### src/rtl/if_fetch_ctrl.sv
// Purpose: instruction-fetch controller; sequences the PC, drives the inst SRAM
//          handshake (one request outstanding) and buffers fetched {inst, pc} toward ID.
// Latency: addr_ok in cycle N, data_ok in cycle M>N, IF_to_ID_valid in cycle M+1.
// Backpressure: ID_allowin pops the buffer head; while the buffer is full no request is issued.
//
// Optional feature: define IF_INST_BUF2_EN for a two-entry instruction buffer so that
// fetching continues while ID is stalled with one entry held; default is one entry.
//
// Ports:
//   clk, rst            clock and synchronous active-high reset
//   flush, flush_pc     redirect request and its target PC (highest priority)
//   ID_allowin          ID consumes the buffer head this cycle
//   inst_sram_req/addr  fetch request and address (registered)
//   inst_sram_addr_ok   request accepted this cycle
//   inst_sram_data_ok   read data valid this cycle, with inst_sram_rdata
//   IF_to_ID_valid/bus  buffer head valid and {inst[31:0], pc[31:0]}
`timescale 1ns/1ps
module if_fetch_ctrl #(
  parameter logic [31:0] RESET_PC = 32'h1c000000
) (
  input  logic        clk,
  input  logic        rst,
  input  logic        flush,
  input  logic [31:0] flush_pc,
  input  logic        ID_allowin,
  output logic        inst_sram_req,
  output logic [31:0] inst_sram_addr,
  input  logic        inst_sram_addr_ok,
  input  logic        inst_sram_data_ok,
  input  logic [31:0] inst_sram_rdata,
  output logic        IF_to_ID_valid,
  output logic [63:0] IF_to_ID_bus
);

`ifdef IF_INST_BUF2_EN
  localparam logic [1:0] DEPTH = 2'd2;
`else
  localparam logic [1:0] DEPTH = 2'd1;
`endif

  typedef enum logic [1:0] {
    S_INIT = 2'd0,
    S_REQ  = 2'd1,
    S_WAIT = 2'd2,
    S_FULL = 2'd3
  } state_t;

  state_t      state;
  logic        req_q;     // registered copy of inst_sram_req
  logic [31:0] pc;        // next address to fetch
  logic [31:0] req_pc;    // address of the outstanding request
  logic        discard;   // outstanding response belongs to a redirected-away path

  // Instruction buffer: ent0 is always the head. Two physical slots exist; with a
  // one-entry configuration occupancy never exceeds one, so ent1 is never loaded.
  logic [1:0]  cnt;
  logic [63:0] ent0;
  logic [63:0] ent1;

  logic        pop;
  logic        push;
  logic [63:0] push_dat;
  logic [1:0]  cnt_after;
  logic [1:0]  wr_idx;
  logic        has_room;

  // ---------------------------------------------------------------------------
  // Buffer control
  // ---------------------------------------------------------------------------
  // A flush empties the buffer and the head is not considered consumed.
  assign pop       = (cnt != 2'd0) && ID_allowin && !flush;
  assign push      = (state == S_WAIT) && inst_sram_data_ok && !discard && !flush;
  assign push_dat  = {inst_sram_rdata, req_pc};
  assign cnt_after = cnt + {1'b0, push} - {1'b0, pop};
  // The pushed entry lands behind whatever survives this cycle's pop.
  assign wr_idx    = cnt - {1'b0, pop};
  // Decides whether the next fetch may be issued right after this cycle's push.
  assign has_room  = (cnt_after < DEPTH);

  always_ff @(posedge clk) begin
    if (rst) begin
      cnt  <= 2'd0;
      ent0 <= 64'b0;
      ent1 <= 64'b0;
    end else if (flush) begin
      cnt <= 2'd0;
    end else begin
      cnt <= cnt_after;
      if (push && (wr_idx == 2'd0)) begin
        ent0 <= push_dat;
      end else if (pop) begin
        ent0 <= ent1;
      end
      if (push && (wr_idx == 2'd1)) begin
        ent1 <= push_dat;
      end
    end
  end

  // ---------------------------------------------------------------------------
  // Fetch FSM
  // ---------------------------------------------------------------------------
  always_ff @(posedge clk) begin
    if (rst) begin
      state   <= S_INIT;
      req_q   <= 1'b0;
      pc      <= RESET_PC;
      req_pc  <= RESET_PC;
      discard <= 1'b0;
    end else if (flush) begin
      // Redirect wins over every other event this cycle.
      pc <= flush_pc;
      case (state)
        S_REQ: begin
          if (inst_sram_addr_ok) begin
            // The old address was accepted anyway: wait out its response and drop it.
            req_pc  <= pc;
            discard <= 1'b1;
            state   <= S_WAIT;
            req_q   <= 1'b0;
          end else begin
            // Still requesting; the new address appears on the bus next cycle.
            state <= S_REQ;
            req_q <= 1'b1;
          end
        end
        S_WAIT: begin
          if (inst_sram_data_ok) begin
            // Response arrives together with the flush: nothing left in flight.
            discard <= 1'b0;
            state   <= S_REQ;
            req_q   <= 1'b1;
          end else begin
            discard <= 1'b1;
            state   <= S_WAIT;
            req_q   <= 1'b0;
          end
        end
        default: begin
          // S_INIT or S_FULL: nothing outstanding, restart at the target.
          state <= S_REQ;
          req_q <= 1'b1;
        end
      endcase
    end else begin
      case (state)
        S_INIT: begin
          state <= S_REQ;
          req_q <= 1'b1;
        end
        S_REQ: begin
          if (inst_sram_addr_ok) begin
            req_pc <= pc;
            state  <= S_WAIT;
            req_q  <= 1'b0;
          end
        end
        S_WAIT: begin
          if (inst_sram_data_ok) begin
            if (discard) begin
              // Stale response from before a redirect: pc already holds the target.
              discard <= 1'b0;
              state   <= S_REQ;
              req_q   <= 1'b1;
            end else begin
              pc <= req_pc + 32'd4;
              if (has_room) begin
                state <= S_REQ;
                req_q <= 1'b1;
              end else begin
                state <= S_FULL;
                req_q <= 1'b0;
              end
            end
          end
        end
        S_FULL: begin
          if (pop) begin
            state <= S_REQ;
            req_q <= 1'b1;
          end
        end
      endcase
    end
  end

  // ---------------------------------------------------------------------------
  // Outputs
  // ---------------------------------------------------------------------------
  assign inst_sram_req  = req_q;
  assign inst_sram_addr = pc;
  assign IF_to_ID_valid = (cnt != 2'd0);
  assign IF_to_ID_bus   = (cnt != 2'd0) ? ent0 : 64'b0;

endmodule
### config.mk
export PLATFORM = sky130hd
export DESIGN_NAME = if_fetch_ctrl
export DESIGN_NICKNAME = d
export VERILOG_FILES = /design/src/rtl/if_fetch_ctrl.sv
export SDC_FILE = /design/constraint.sdc
export NUM_CORES = 1
export LEC_CHECK = 0
export CORE_ASPECT_RATIO = 0.9
export CORE_MARGIN = 2
export CORE_UTILIZATION = 47
export DETAILED_ROUTE_END_ITERATION = 8
export PLACE_DENSITY = 0.76
export SYNTH_ARGS = -nofsm -noshare
export SYNTH_HDL_FRONTEND = slang
export SYNTH_SLANG_ARGS = --single-unit
### constraint.sdc
create_clock -name clk -period 2.45 [get_ports clk]
set_input_delay 0.3675 -clock clk [delete_from_list [all_inputs] [get_ports clk]]
set_output_delay 0.3675 -clock clk [all_outputs]
set_load 0.01 [all_outputs]
# --- Word-level counts from Yosys, hierarchy flattened ---
# Cells that the tools add are included.
totals:
  register_bits: 198
  latchBits: 0
  ram_bits: 0
  mem_bits_ro: 0
  input_bits: 70
  output_inout_bits: 98
  n_memories: 0
op_classes:
  n_addsub: 4
  multipliers: 0
  div: 0
  n_lt_le_gt_ge: 1
  n_eq_ne: 9
  shifts: 0
  mux: 33
  bitwise: 1
  reduce_logical: 23
op_table:
  columns: ["cell", "n"]
  rows:
  - ["64-bit two-way mux", 3]
  - ["32-bit two-way mux", 4]
  - ["32-bit by 3-bit adder with 32-bit output, second input constant", 1]
  - ["2-bit two-way mux", 8]
  - ["1-bit two-way mux", 13]
  - ["3-bit != test, second input constant", 4]
  - ["2-bit nonzero test", 5]
  - ["2-bit case mux with 4 select lines", 1]
  - ["1-bit logical AND", 7]
  - ["2-bit AND reduction", 3]
  - ["3-bit AND reduction", 2]
  - ["2-bit by 1-bit == test with 1-bit output, second input constant", 2]
  - ["2-bit == test, second input constant", 2]
  - ["2-bit logical NOT", 2]
  - ["1-bit case mux with 2 select lines", 2]
  - ["1-bit case mux with 4 select lines", 1]
  - ["2-bit case mux with 2 select lines", 1]
  - ["4-bit AND reduction", 1]
  - ["2-bit by 1-bit subtractor with 2-bit output", 2]
  - ["2-bit by 1-bit adder with 2-bit output", 1]
  - ["1-bit logical NOT", 2]
  - ["2-bit by 1-bit less-than comparator with 1-bit output, second input constant", 1]
  - ["2-bit != test, second input constant", 1]
  - ["2-bit OR reduction", 1]
  - ["1-bit NOT", 1]

# --- Longest topological paths before layout ---
# Gate-level depths: netlist of the first run.
depth:
  ltp_word: 12
  mapped_depth: 13

# --- Least setup slack after synthesis of the first run ---
# No wires, ideal clock.
synth_path:
  path_type: "reg-to-reg"
  start: "register state[0]"
  end: "register state[1]"
  setup_time_ps: 70
  t_arrival_ps: 2554
  setup_slack_ps: -174
  path_stages_with_launch: 14
  n_path_buf: 0
  synth_period_minus_slack_ps: 2624
  cell_sequence: "dfxtp_1 -> inv_1 -> ha_1 -> nand3b_4 -> nor2_4 -> inv_2 -> ha_1 -> inv_1 -> ha_1 -> xnor3_1 -> a211oi_2 -> nor3_1 -> or4_1 -> a21oi_1"
synth_via:
  elab_chain_cells: 12
  elab_cells_between_ends: 20
  cone_classes: "add/sub: 2; order compare: 1; eq/ne: 6; mux: 6; reduce/logical: 5"
synth_lines:
  columns: ["element", "line_no", "rtl"]
  rows:
  - ["start, declared", "48", "state_t state;"]
  - ["start signal, assigned", "105", "state <= S_INIT;"]
  - ["start signal, assigned", "119", "state <= S_WAIT;"]
  - ["start signal, assigned", "123", "state <= S_REQ;"]
  - ["2-bit == test", "72, 113, 146", null]
  - ["1-bit logical AND (3 in series)", "72", "assign push = (state == S_WAIT) && inst_sram_data_ok && !discard && !flush;"]
  - ["2-bit by 1-bit adder with 2-bit output", "74", "assign cnt_after = cnt + {1'b0, push} - {1'b0, pop};"]
  - ["2-bit by 1-bit subtractor with 2-bit output", "74", null]
  - ["2-bit by 1-bit less-than comparator with 1-bit output", "78", "assign has_room = (cnt_after < DEPTH);"]
  - ["2-bit two-way mux", "167", "if (has_room) begin"]
  - ["2-bit two-way mux", "160", "if (discard) begin"]
  - ["2-bit two-way mux", "159", "if (inst_sram_data_ok) begin"]
  - ["2-bit case mux with 4 select lines", "146", "case (state)"]
  - ["2-bit two-way mux", "110", "end else if (flush) begin"]
# Parallel ways exist; a longest one is shown, timed or not. The select of a mux whose other input is x is not followed.
# A chain may end at the register's enable or synchronous reset.

# --- Final worst setup path of the first run ---
layout_path:
  start: "register state[0]"
  end: "register state[1]"
layout_via:
  elab_chain_cells: 12
  elab_cells_between_ends: 20
  cone_classes: "add/sub: 2; order compare: 1; eq/ne: 6; mux: 6; reduce/logical: 5"
layout_lines:
  columns: ["element", "line_no", "rtl"]
  rows:
  - ["2-bit == test", "72", null]
  - ["1-bit logical AND (3 in series)", "72", null]
  - ["2-bit by 1-bit adder with 2-bit output", "74", null]
  - ["2-bit by 1-bit subtractor with 2-bit output", "74", null]
  - ["net cnt_after[0]", "63", "logic [1:0] cnt_after;"]
  - ["2-bit by 1-bit less-than comparator with 1-bit output", "78", null]
  - ["2-bit two-way mux", "167", null]
  - ["2-bit two-way mux", "160", null]
  - ["2-bit two-way mux", "159", null]
  - ["2-bit case mux with 4 select lines", "146", null]
  - ["2-bit two-way mux", "110", null]
# The timed path passes the listed nets, and every way through them passes these cells. The select of a mux whose other input is x is not followed.

==> results.yml, run 1 <==
outcome:
  status: "complete, but fails checks"
  violations: "negative setup slack"
layout:
  layout-drive-gt1-share: 0.0834
  synthToLayoutAreaGrowth_pct: 30.8
  antenna_cells: 0
  final_nets: 1324
  final_common_cell: "nand2_1"
  layout_common_cells: "nand2_1, dfxtp_1, clkdlybuf4s50_1, a21oi_1, nor2_1"
  final_util: 0.621
placement:
  io_buffer_count: 167
  dp_hpwl_um: 16100
  place_congestion: 0.844
cts:
  clockBufferDepth: 2
  cts_num_sinks: 198
  path_clk_slew_ps: 70
  clkLatencyLatePin_ps: 430
  hold_buffers: 0
  cts_tree: "yes"
  h-tree-depth: 4
  root_buffer: "clkbuf_16"
  cts_made_buffers: 17
power_and_ir_drop:
  clkPwrFrac: 0.406
  powerDensity_mw_per_mm2: 568
  p_seq_frac: 0.503
  power.switching_mw: 1.69
  power_mw: 6.72
  p_leak_nw: 4.44
  comb_power_share: 0.091
  ir_drop_uv: 491
  switching_share: 0.251
  internal-power_mw: 5.03
logic_synthesis:
  synth_seq_cells: 198
  synth_cell_types: 53
  synthesis.nets: 1183
  ys_seq_area_frac: 0.439
  postSynthAreaPerCell_um2: 8.18
  synth_area_mm2: 0.00904
  async_flop_share: 0
  synth_edf_count: 0
  ys_warn_count: 0
  synth_cells: 1105
  synth-main-ff-cell: "dfxtp_1"
worst_hold_path:
  worstHoldPathType: "input pin to flop"
global_route:
  overflow: 0
  grtUsageTotal: 0.240
  antenna_found_initial: 0
  grt_pass1_wl_um: 39100
  grt_max_degree: 92
  grt_pass1_vias: 7611
worst_setup_path:
  start_kind: "flop"
  crit_chain: "inv_2, ha_4, nand3b_4, nor2_4, inv_4, ha_4, inv_1, ha_2, inv_1, a211oi_2, nor3_1, or4_1, a21oi_2"
  worstPathMaxFanout: 5
  reg2reg_slack_ps: -5
  arrival_ps: 2810
  critical_path_class: "flop to flop"
  max_stage_delay_ps: 490
  critical_path.slowest_cell: "or4_1"
  endpoint_kind: "flop"
  cp.required_ps: 2810
sta:
  setup_viol: 1
  hold_viol_final: 0
  clock_skew_ps: 7.23
  slew_headroom: 0.544
  min_period_over_period: 1.00
  hold-worst-slack_ps: 357
  slew_viol_final: 0
  finalCriticalPeriod_ps: 2450
  timing.fmax_ghz: 0.407
  rsz0062_at_grt: "yes"
  fin_ws_ps: -4.57
  tightest_slew_ps: 667
drt:
  first_pass_iters: 5
  drc: 0
  via_per_inst: 5.52
  vias: 8328
  dr.first_iter.drc_count: 594
  postRouteAntennaNets: 0
  wire_per_inst_um: 16.2
  wl_um: 24400
floorplanning:
  fp.dieW_um: 150
  initial_core_util: 0.475
  num_rows: 48
  chipHeight_um: 136
  ioPinCount: 168
  core_mm2: 0.0190
  dieArea_mm2: 0.0204
job:
  maxCapViolCount: 0
==> cells in the mapped netlist, types with 8 or more instances <==
cell,instances,area share
nor4_1,9,0.0062
nor2_1,84,0.035
nand2_1,231,0.096
and2_1,67,0.046
buf_2,33,0.018
a21oi_1,116,0.064
dfxtp_1,198,0.44
nand4_1,8,0.0055
a211oi_1,67,0.056
nor3_1,10,0.0055
ha_1,8,0.011
clkbuf_1,57,0.024
o21ai_0,13,0.0072
inv_1,13,0.0054
nand3_1,11,0.0061
and3_1,16,0.011
xnor2_1,16,0.016
mux2i_1,66,0.073
o22ai_1,10,0.0069
==> worst max-delay path: cells and delay by family (launching register included) <==
| family | cells | cell delay [ps] |
|---|---|---|
| AND/OR/NAND/NOR | 4 | 780 |
| adder cells (fa/ha/maj) | 3 | 680 |
| AO/OA/AOI/OAI | 2 | 380 |
| flip-flops | 1 | 350 |
| buffers and inverters | 4 | 200 |
==> area by class of cell <==
| cell class | instances | area (um^2) |
|---|---|---|
| fill | 1652 | 7210 |
| multi-input combinational | 796 | 4630 |
| sequential | 198 | 3970 |
| timing repair buffer | 219 | 2290 |
| clock buffer | 17 | 425 |
| tap | 250 | 313 |
| clock inverter | 15 | 146 |
| inverter | 14 | 55.1 |
==> per-stage QoR <==
stage	setup TNS, ps	cell area (um^2)	cells	worst slack [ps]
floorplan	-10.5	9070	1105	-10.5
global placement	-9510	11200	1477	-387
detailed placement	-13420	11200	1477	-456
CTS	-412	11800	1509	-31.3
global route	-151	11800	1509	-151
finish	-4.57	11800	1509	-4.57
==> routing by layer <==
layer	global-route usage	up-vias	part of all wire
li1	-	4068	-
met1	0.335	3938	0.45
met2	0.387	294	0.47
met3	0.0455	28	0.067
met4	0.0524	0	0.013
met5	0	-	0
==> logic make-up after synthesis <==
kind of cell	after synthesis	synth area share
and+or+nand+nor	463	0.238
AOI/OAI and AO/OA	235	0.161
DFF	198	0.439
buffers and inverters	111	0.0538
muxes	66	0.0731
xor gates and xnor gates	24	0.0248
adders and majority gates	8	0.0111
==> flip-flops by register name, summed over array words and instances, names as in the netlist <==
| name | cells |
|---|---|
| ent1 | 64 |
| inst_sram_req | 1 |
| req_pc | 32 |
| inst_sram_addr | 32 |
| discard | 1 |
| state | 2 |
| cnt | 2 |
| ent0 | 64 |
==> worst paths after layout <==
check / cells past startpoint / from / to
max: 13 / state[0]$_SDFFE_PP0P_ / state[1]$_SDFFE_PP0P_
min: 2 / rst / inst_sram_addr[13]$_SDFFE_PP0P_
max reg2reg: 13 / state[0]$_SDFFE_PP0P_ / state[1]$_SDFFE_PP0P_
min reg2reg: 2 / ent1[4]$_SDFFE_PP0P_ / ent1[4]$_SDFFE_PP0P_
==> what timing repair did <==
item,4_1_cts,5_1_grt
gates cloned,0,0
resized for setup,20,20
pin swaps,1,0
setup buffers,0,0
setup endpoints to repair,62,50
==> power by group through the flow <==
stage / combinational, mW / clock [mW] / sequential, mW
after floorplan: 0.294 / 0 / 3.44
after global placement: 0.596 / 0 / 3.45
after detailed placement: 0.604 / 0 / 3.45
after CTS: 0.610 / 2.77 / 3.38
after global routing: 0.662 / 2.89 / 3.39
final: 0.610 / 2.73 / 3.38
Power figures use the tool's default switching activity.
==> run 2: changes to the inputs <==
Settings changed: CTS_CLUSTER_DIAMETER set to 50.
==> results of run 2 <==
Same layout as run 1: the final DEF is identical, and so are final timing and power.
==> run 3: changes to the inputs <==
--- a/config.mk
+++ b/config.mk
@@ -8,8 +8,7 @@
 export CORE_ASPECT_RATIO = 0.9
 export CORE_MARGIN = 2
-export CORE_UTILIZATION = 47
+export CORE_UTILIZATION = 35
 export CTS_CLUSTER_DIAMETER = 50
 export DETAILED_ROUTE_END_ITERATION = 8
-export PLACE_DENSITY = 0.76
 export SYNTH_ARGS = -nofsm -noshare
 export SYNTH_HDL_FRONTEND = slang
==> constraint.sdc (replaced) <==
create_clock -name clk -period 2.45 [get_ports clk]
set_input_delay 0.49 -clock clk [delete_from_list [all_inputs] [get_ports clk]]
set_output_delay 0.49 -clock clk [all_outputs]
set_load 0.01 [all_outputs]
==> results.yml, run 3 (same netlist as run 1, synthesis figures left out) <==
outcome:
  status: "complete, no violations"
global_route:
  overflow: 0
  grt_pass1_vias: 7676
  grtUsageTotal: 0.194
  grt_pass1_wl_um: 41800
  antenna_found_initial: 0
  grt_max_degree: 86
floorplanning:
  initial_core_util: 0.358
  core_mm2: 0.0253
  ioPinCount: 168
  num_rows: 55
  fp.dieW_um: 173
  chipHeight_um: 156
  dieArea_mm2: 0.0271
drt:
  postRouteAntennaNets: 0
  first_pass_iters: 8
  dr.first_iter.drc_count: 576
  vias: 8143
  wl_um: 26400
  via_per_inst: 5.07
  wire_per_inst_um: 16.4
  drc: 0
layout:
  final_common_cell: "nand2_1"
  final_util: 0.469
  stdcell_area_mm2: 0.0119
  final_nets: 1329
  antenna_cells: 0
  layout_common_cells: "nand2_1, dfxtp_1, a21oi_1, clkdlybuf4s50_1, nor2_1"
  layout-drive-gt1-share: 0.0870
  synthToLayoutAreaGrowth_pct: 31.1
  largest_registers: "ent0: 64 flops, ent1: 64 flops"
sta:
  slew_viol_final: 0
  rsz0062_at_grt: "yes"
  finalCriticalPeriod_ps: 2400
  min_period_over_period: 0.980
  hold_viol_final: 0
  clock_skew_ps: 10.3
  slew_headroom: 0.587
  setup_viol: 0
  tightest_slew_ps: 604
  fin_setup_tns_ps: 0
  timing.fmax_ghz: 0.416
cts:
  clockBufferDepth: 2
  clkLatencyLatePin_ps: 440
  root_buffer: "clkbuf_16"
  path_clk_slew_ps: 80
  cts_made_buffers: 17
  h-tree-depth: 4
  cts_num_sinks: 198
  post_cts_buffers: 0
  cts_tree: "yes"
power_and_ir_drop:
  p_leak_nw: 4.40
  powerDensity_mw_per_mm2: 577
  power_mw: 6.84
  ir_drop_uv: 383
worst_setup_path:
  reg2reg_slack_ps: 50
  cp-endpoint: "state[1]$_SDFFE_PP0P_"
  cp.required_ps: 2820
  r2r_start: "state[0]$_SDFFE_PP0P_"
  crit_start: "state[0]$_SDFFE_PP0P_"
  arrival_ps: 2770
  r2r-end: "state[1]$_SDFFE_PP0P_"
  reg2reg_depth: 13
  start_kind: "flop"
  critical_path_class: "flop to flop"
  worstPathMaxFanout: 2
  endpoint_kind: "flop"
placement:
  place_area_mm2: 0.0113
  dp_hpwl_um: 17500
  place_congestion: 0.827
  io_buffer_count: 167
worst_hold_path:
  worstHoldPathType: "input pin to flop"
job:
  maxCapViolCount: 0
## run 3: how the worst min path moves through the flow
| stage | startpoint | end | slack (ps) | cells after the start |
|---|---|---|---|---|
| 3_5_place_dp | ent1[48]$_SDFFE_PP0P_ | ent1[48]$_SDFFE_PP0P_ | 450 | 2 |
| 5_1_grt | rst | inst_sram_addr[2]$_SDFFE_PP0P_ | 400 | 2 |
| 4_1_cts | rst | inst_sram_addr[2]$_SDFFE_PP0P_ | 380 | 2 |
| 2_1_floorplan | ent1[57]$_SDFFE_PP0P_ | ent1[57]$_SDFFE_PP0P_ | 430 | 2 |
| 6_report | rst | inst_sram_addr[2]$_SDFFE_PP0P_ | 390 | 2 |
| 3_3_place_gp | ent1[46]$_SDFFE_PP0P_ | ent1[46]$_SDFFE_PP0P_ | 440 | 2 |
## run 3: worst max-delay path, stage by stage (launching register included)
cell and delay (ps):
dfxtp_2 330, inv_2 50, ha_4 140, nand3b_4 90
nor2_4 120, inv_4 50, ha_4 250, inv_2 30
ha_4 140, xnor3_1 210, a211oi_2 260, nor3_1 60
or4_1 460, a21oi_1 120
## run 3: routing by layer
metal,global-route usage,share of wire,up-vias,routed length (um)
li1,-,-,4088,-
met1,0.263,0.49,3817,12800
met2,0.318,0.45,214,12000
met3,0.0357,0.049,24,1300
met4,0.0468,0.012,0,314
met5,0,0,-,0
## run 3: repair_timing
action	in CTS	in global routing
gates resized for setup	67	3
setup endpoints to repair	65	5
gates cloned	1	0
hold buffers	0	0
pin swaps	0	3
## run 3: area by class of cell
type,instances,area (um^2)
clock inverter,15,169
tap,342,428
clock buffer,17,425
timing repair buffer,224,2170
sequential,198,3970
multi-input combinational,796,4640
fill,2496,13400
inverter,14,55.1
## run 3: stage by stage
step / hold WS [ps] / setup slack (ps) / instances
after CTS: 380 / 9.27 / 1606
after global placement: 442 / -482 / 1573
after detailed placement: 448 / -513 / 1573
after global routing: 401 / -32.5 / 1606
final: 392 / 47.8 / 1606
after floorplan: 433 / -10.5 / 1105
## run 3: report_power, final
group	internal [mW]	total, mW	switching [mW]
combinational	0.311	0.626	0.315
sequential	3.30	3.37	0.0785
clock	1.45	2.84	1.39
